===== src/rtl/regfile_dump_reader.sv =====
// Sequential read-out engine for a 32x32 register file: walks the index range
// FIRST_REG..LAST_REG through one combinational read port and streams each
// captured word as an (index, data) beat on a valid/ready interface.
module regfile_dump_reader #(
  parameter int ADDR_W    = 5,
  parameter int DATA_W    = 32,
  parameter int FIRST_REG = 0,
  parameter int LAST_REG  = 31
) (
  input  logic              clk,
  input  logic              rst,
  input  logic              start,
  output logic [ADDR_W-1:0] rf_addr,
  input  logic [DATA_W-1:0] rf_data,
  output logic              m_valid,
  input  logic              m_ready,
  output logic [ADDR_W-1:0] m_index,
  output logic [DATA_W-1:0] m_data,
  output logic              m_last,
  output logic              busy,
  output logic              done
);

  if (FIRST_REG < 0 || LAST_REG < FIRST_REG || LAST_REG > (2**ADDR_W) - 1) begin : g_bad_range
    $error("regfile_dump_reader: register range FIRST_REG..LAST_REG is invalid for ADDR_W");
  end

  localparam logic [ADDR_W-1:0] FIRST_A = ADDR_W'(FIRST_REG);
  localparam logic [ADDR_W-1:0] LAST_A  = ADDR_W'(LAST_REG);

  typedef enum logic [1:0] {
    S_IDLE,
    S_READ,
    S_SEND,
    S_DONE
  } state_e;

  state_e              state_q, state_d;
  logic [ADDR_W-1:0]   rf_addr_q, rf_addr_d;
  logic                m_valid_q, m_valid_d;
  logic [ADDR_W-1:0]   m_index_q, m_index_d;
  logic [DATA_W-1:0]   m_data_q, m_data_d;
  logic                m_last_q, m_last_d;

  logic                beat_accepted;
  logic                beat_is_last;

  assign beat_accepted = m_valid_q && m_ready;
  assign beat_is_last  = (m_index_q == LAST_A);

  // State and datapath registers; reset clears the beat immediately.
  always_ff @(posedge clk or posedge rst) begin
    if (rst) begin
      state_q   <= S_IDLE;
      rf_addr_q <= FIRST_A;
      m_valid_q <= 1'b0;
      m_index_q <= '0;
      m_data_q  <= '0;
      m_last_q  <= 1'b0;
    end else begin
      state_q   <= state_d;
      rf_addr_q <= rf_addr_d;
      m_valid_q <= m_valid_d;
      m_index_q <= m_index_d;
      m_data_q  <= m_data_d;
      m_last_q  <= m_last_d;
    end
  end

  // Next-state: start is only honoured in IDLE, so a pulse while busy is dropped.
  always_comb begin
    state_d = state_q;
    unique case (state_q)
      S_IDLE: if (start) state_d = S_READ;
      S_READ: state_d = S_SEND;
      S_SEND: if (beat_accepted) state_d = beat_is_last ? S_DONE : S_READ;
      S_DONE: state_d = S_IDLE;
      default: state_d = S_IDLE;
    endcase
  end

  // Datapath next values: capture in READ, hold through SEND, advance on accept.
  always_comb begin
    rf_addr_d = rf_addr_q;
    m_valid_d = m_valid_q;
    m_index_d = m_index_q;
    m_data_d  = m_data_q;
    m_last_d  = m_last_q;
    unique case (state_q)
      S_IDLE: if (start) rf_addr_d = FIRST_A;
      S_READ: begin
        m_data_d  = rf_data;
        m_index_d = rf_addr_q;
        m_valid_d = 1'b1;
        m_last_d  = (rf_addr_q == LAST_A);
      end
      S_SEND: begin
        if (beat_accepted) begin
          m_valid_d = 1'b0;
          // The address stops at LAST_REG instead of incrementing, so it never wraps.
          if (beat_is_last) m_last_d = 1'b0;
          else              rf_addr_d = rf_addr_q + ADDR_W'(1);
        end
      end
      S_DONE: rf_addr_d = FIRST_A;
      default: ;
    endcase
  end

  // Status outputs decoded straight from the state register.
  always_comb begin
    busy = (state_q != S_IDLE);
    done = (state_q == S_DONE);
  end

  assign rf_addr = rf_addr_q;
  assign m_valid = m_valid_q;
  assign m_index = m_index_q;
  assign m_data  = m_data_q;
  assign m_last  = m_last_q;

endmodule


===== config.mk =====
export PLATFORM = sky130hd
export DESIGN_NAME = regfile_dump_reader
export DESIGN_NICKNAME = d
export VERILOG_FILES = /design/src/rtl/regfile_dump_reader.sv
export SDC_FILE = /design/constraint.sdc
export NUM_CORES = 1
export LEC_CHECK = 0
export ABC_CLOCK_PERIOD_IN_PS = 1500
export CORE_ASPECT_RATIO = 0.75
export CORE_UTILIZATION = 42
export CTS_CLUSTER_SIZE = 12
export DETAILED_ROUTE_END_ITERATION = 10
export PLACE_DENSITY = 0.75
export REMOVE_ABC_BUFFERS = 1
export SYNTH_ARGS = -nofsm -noshare
export SYNTH_HDL_FRONTEND = slang
export SYNTH_SLANG_ARGS = --single-unit

===== constraint.sdc =====
create_clock -name clk -period 1.5 [get_ports clk]
set_input_delay 0.3 -clock clk [delete_from_list [all_inputs] [get_ports clk]]
set_output_delay 0.3 -clock clk [all_outputs]
set_load 0.05 [all_outputs]

==> impl_results.md <==
* Status: complete, no violations
* Tmin final at about 1.5 ns
* CTS tree: built
* DRC viols at 0
* Gate count of the mapped netlist at about 130
* Reg2reg end: rf_addr[4]$_DFFE_PP0P_
* Synth-to-layout area growth at 77.4%
* Largest fanout on the critical path at 4
* GRT Residual Overflow at 0
* Final HPWL DP at 3.46 mm
* Largest net degree at the start of global routing at 40
* Finish-stage setup viols at 0
* Hold Crit Class: input pin to async pin
* Die Y at just over 60 µm
* Slew @ Worst Pin at roughly 0.27 ns
* Vias at between 1000 and 1500
* Max-slew violations at 0
* Wire per inst at ~16 µm
* Die W at 80.3 µm
* Die ar. at between 4000 and 5000 µm²
* Max VDD drop at 0.00184 V
* Number of max-cap violations at 0
* CTS buffer count at 5
* Area occupied by multi-input gates at 719 µm²
* Vias in the first global route at between 1500 and 2000
* Initial Util at 0.457
* CTS Sinks at between 40 and 50
* GRT Total Usage at 0.209
* GR Util met3 at 0.0857
* Fillers at between 200 and 250
* Worst Path Class, Setup: flip-flop to output pin
* Ant diodes at 0
* Synth async-reset ratio at 1.00
* Synth Area per Inst at 15.1 µm²
* R2R setup slack at 0.08 ns
* Synthesized area at ~1900 µm²
* Synth Warn # at 0
* Cell type with the largest total area after synthesis: dfrtp_1
* Post-synth top cells: 46 x dfrtp_1, 29 x mux2_2, 8 x mux2_4, 5 x a21oi_1, 5 x nand2_1
* Arrival time at the worst endpoint at between 1 and 1.5 ns
* Storage element area at between 1000 and 1500 µm²
* First-pass GRT wire length at 7.33 mm
* Post-synth top area share at 0.596
* Fin Setup TNS at 0 ns
* Final hold viol count at 0
* Synth cell types at 32
* Register area share after synthesis at 0.596
* Input/output buffers at about 80
* Met2 usage at 0.363
* Critical path capture point type: output pin
* I/O Pins at approximately 80
* CTS root buf: clkbuf_8
* Worst skew pair latency at 0.29 ns
* Max_slew headroom at 0.819
* Tcrit/Tclk final at 0.978
* Met1 Use GR at 0.244
* Max Buffers Root-to-Sink at 2
* Reg clk slew, reported paths at around 0.080 ns
* Nets@finish at 263
* F_max at just under 0.7 GHz
* PD cells at approximately 2500 nW/µm²
* Routability cong. at about 0.86
* Share of cells above drive strength 1 at 0.493
* GRT busiest layer: met2
* Post-CTS Hold Fix Bufs at 0
* Clk_skew at between 0.003 and 0.004 ns
* FF+latch count, synth at 46
* Routed Wire Length at ~4.5 mm
* Leak at between 0.0015 and 0.002 µW
* Count leader, synth: dfrtp_1
* DR pass1 iterations at 6
* Dominant synthesized flop cell: dfrtp_1
* Core Region at around 4200 µm²
* Final total power at approximately 8500 µW
* Unrepaired setup endpoints after global routing: true
* Via density at about 5
* Startpoint class of the critical path: flip-flop
* Initial antenna violation count at 0
* CP required at roughly 1.2 ns
* Worst r2r path cells at 4
* Remaining antenna violation count after routing at 0
* Worst r2r src: rf_addr[0]$_DFFE_PP0P_
* Main area contributors after synthesis: dfrtp_1 60%, mux2_2 17%, mux2_4 6.2%
* Cell Rows at 20
* H-tree depth at 2
* EDFF count, synth at 0
* 1st-iter DRT viols at 41
## per-layer routing
layer	vias to the layer above	wire, µm
li1	649	-
met3	5	423
met2	66	2250
met1	669	1770
met4	0	45
met5	-	0
## placed cells by master (no fill, tap or decap), types with 2 or more instances in the layout
master	n
buf_12	47
dfrtp_1	45
clkdlybuf4s50_1	35
mux2_2	29
buf_4	11
mux2_4	8
nand2_1	5
a21oi_1	5
clkbuf_8	5
nand3_1	3
o21bai_1	3
inv_2	2
a32o_1	2
ha_1	2
clkbuf_1	2
buf_6	2
## worst max path at each step
stage                                start                      to  slack, ns
floorplan           state_q[0]$_DFFE_PP0P_   m_data[0]$_DFFE_PP0P_      -0.18
global placement                   m_ready  rf_addr[3]$_DFFE_PP0P_      -0.10
detailed placement                 m_ready  rf_addr[3]$_DFFE_PP0P_      -0.16
CTS                 state_q[0]$_DFFE_PP0P_                    busy      0.002
global route        state_q[0]$_DFFE_PP0P_                    busy      -0.01
finish              state_q[1]$_DFFE_PP0P_                    busy       0.03
## cell type report
cell class,count,area share
timing repair buffer,95,0.408
inverter,3,0.00329
clock buffer,7,0.0223
tap,55,0.0201
sequential,46,0.337
multi-input combinational,74,0.210
## power breakdown
part	total [µW]	switching [µW]	internal, µW
combinational	5440	2630	2810
sequential	2320	556	1760
clock	691	370	321
## cells by family after synthesis
group                      Yosys count  synth area share
AOI/OAI and AO/OA                   15            0.0609
muxes                               37             0.231
DFF                                 46             0.596
adders and majority gates            2            0.0130
and+or+nand+nor                     20            0.0661
buffers and inverters                8            0.0324
## state kept, by name (all words and copies together) (netlist names)
name	count
m_data	32
rf_addr	5
state_q	2
m_last	1
m_index	5
m_valid	1
## critical path, cell delays in order (launching register included)
cell and delay [ns]:
dfrtp_2 0.43, or2_2 0.29, buf_6 0.16
## metrics by stage
stage                     hold WS [ns]   util  cells  worst slack (ns)  cell area [µm²]
final                            0.221  0.810    280            0.0329             3420
after global routing             0.227  0.810    280           -0.0103             3420
after CTS                        0.215  0.807    280           0.00226             3410
after detailed placement         0.520  0.782    269            -0.156             3310
after global placement           0.520  0.782    269            -0.102             3310
after floorplan                  0.448      -    123            -0.176             1880
## what timing repair did
action | 4_1_cts | 5_1_grt
gates resized for setup | 1 | 3
buffers inserted | 4 | 0
setup endpoints to repair | 2 | 6
(Power assumes the default switching activity.)
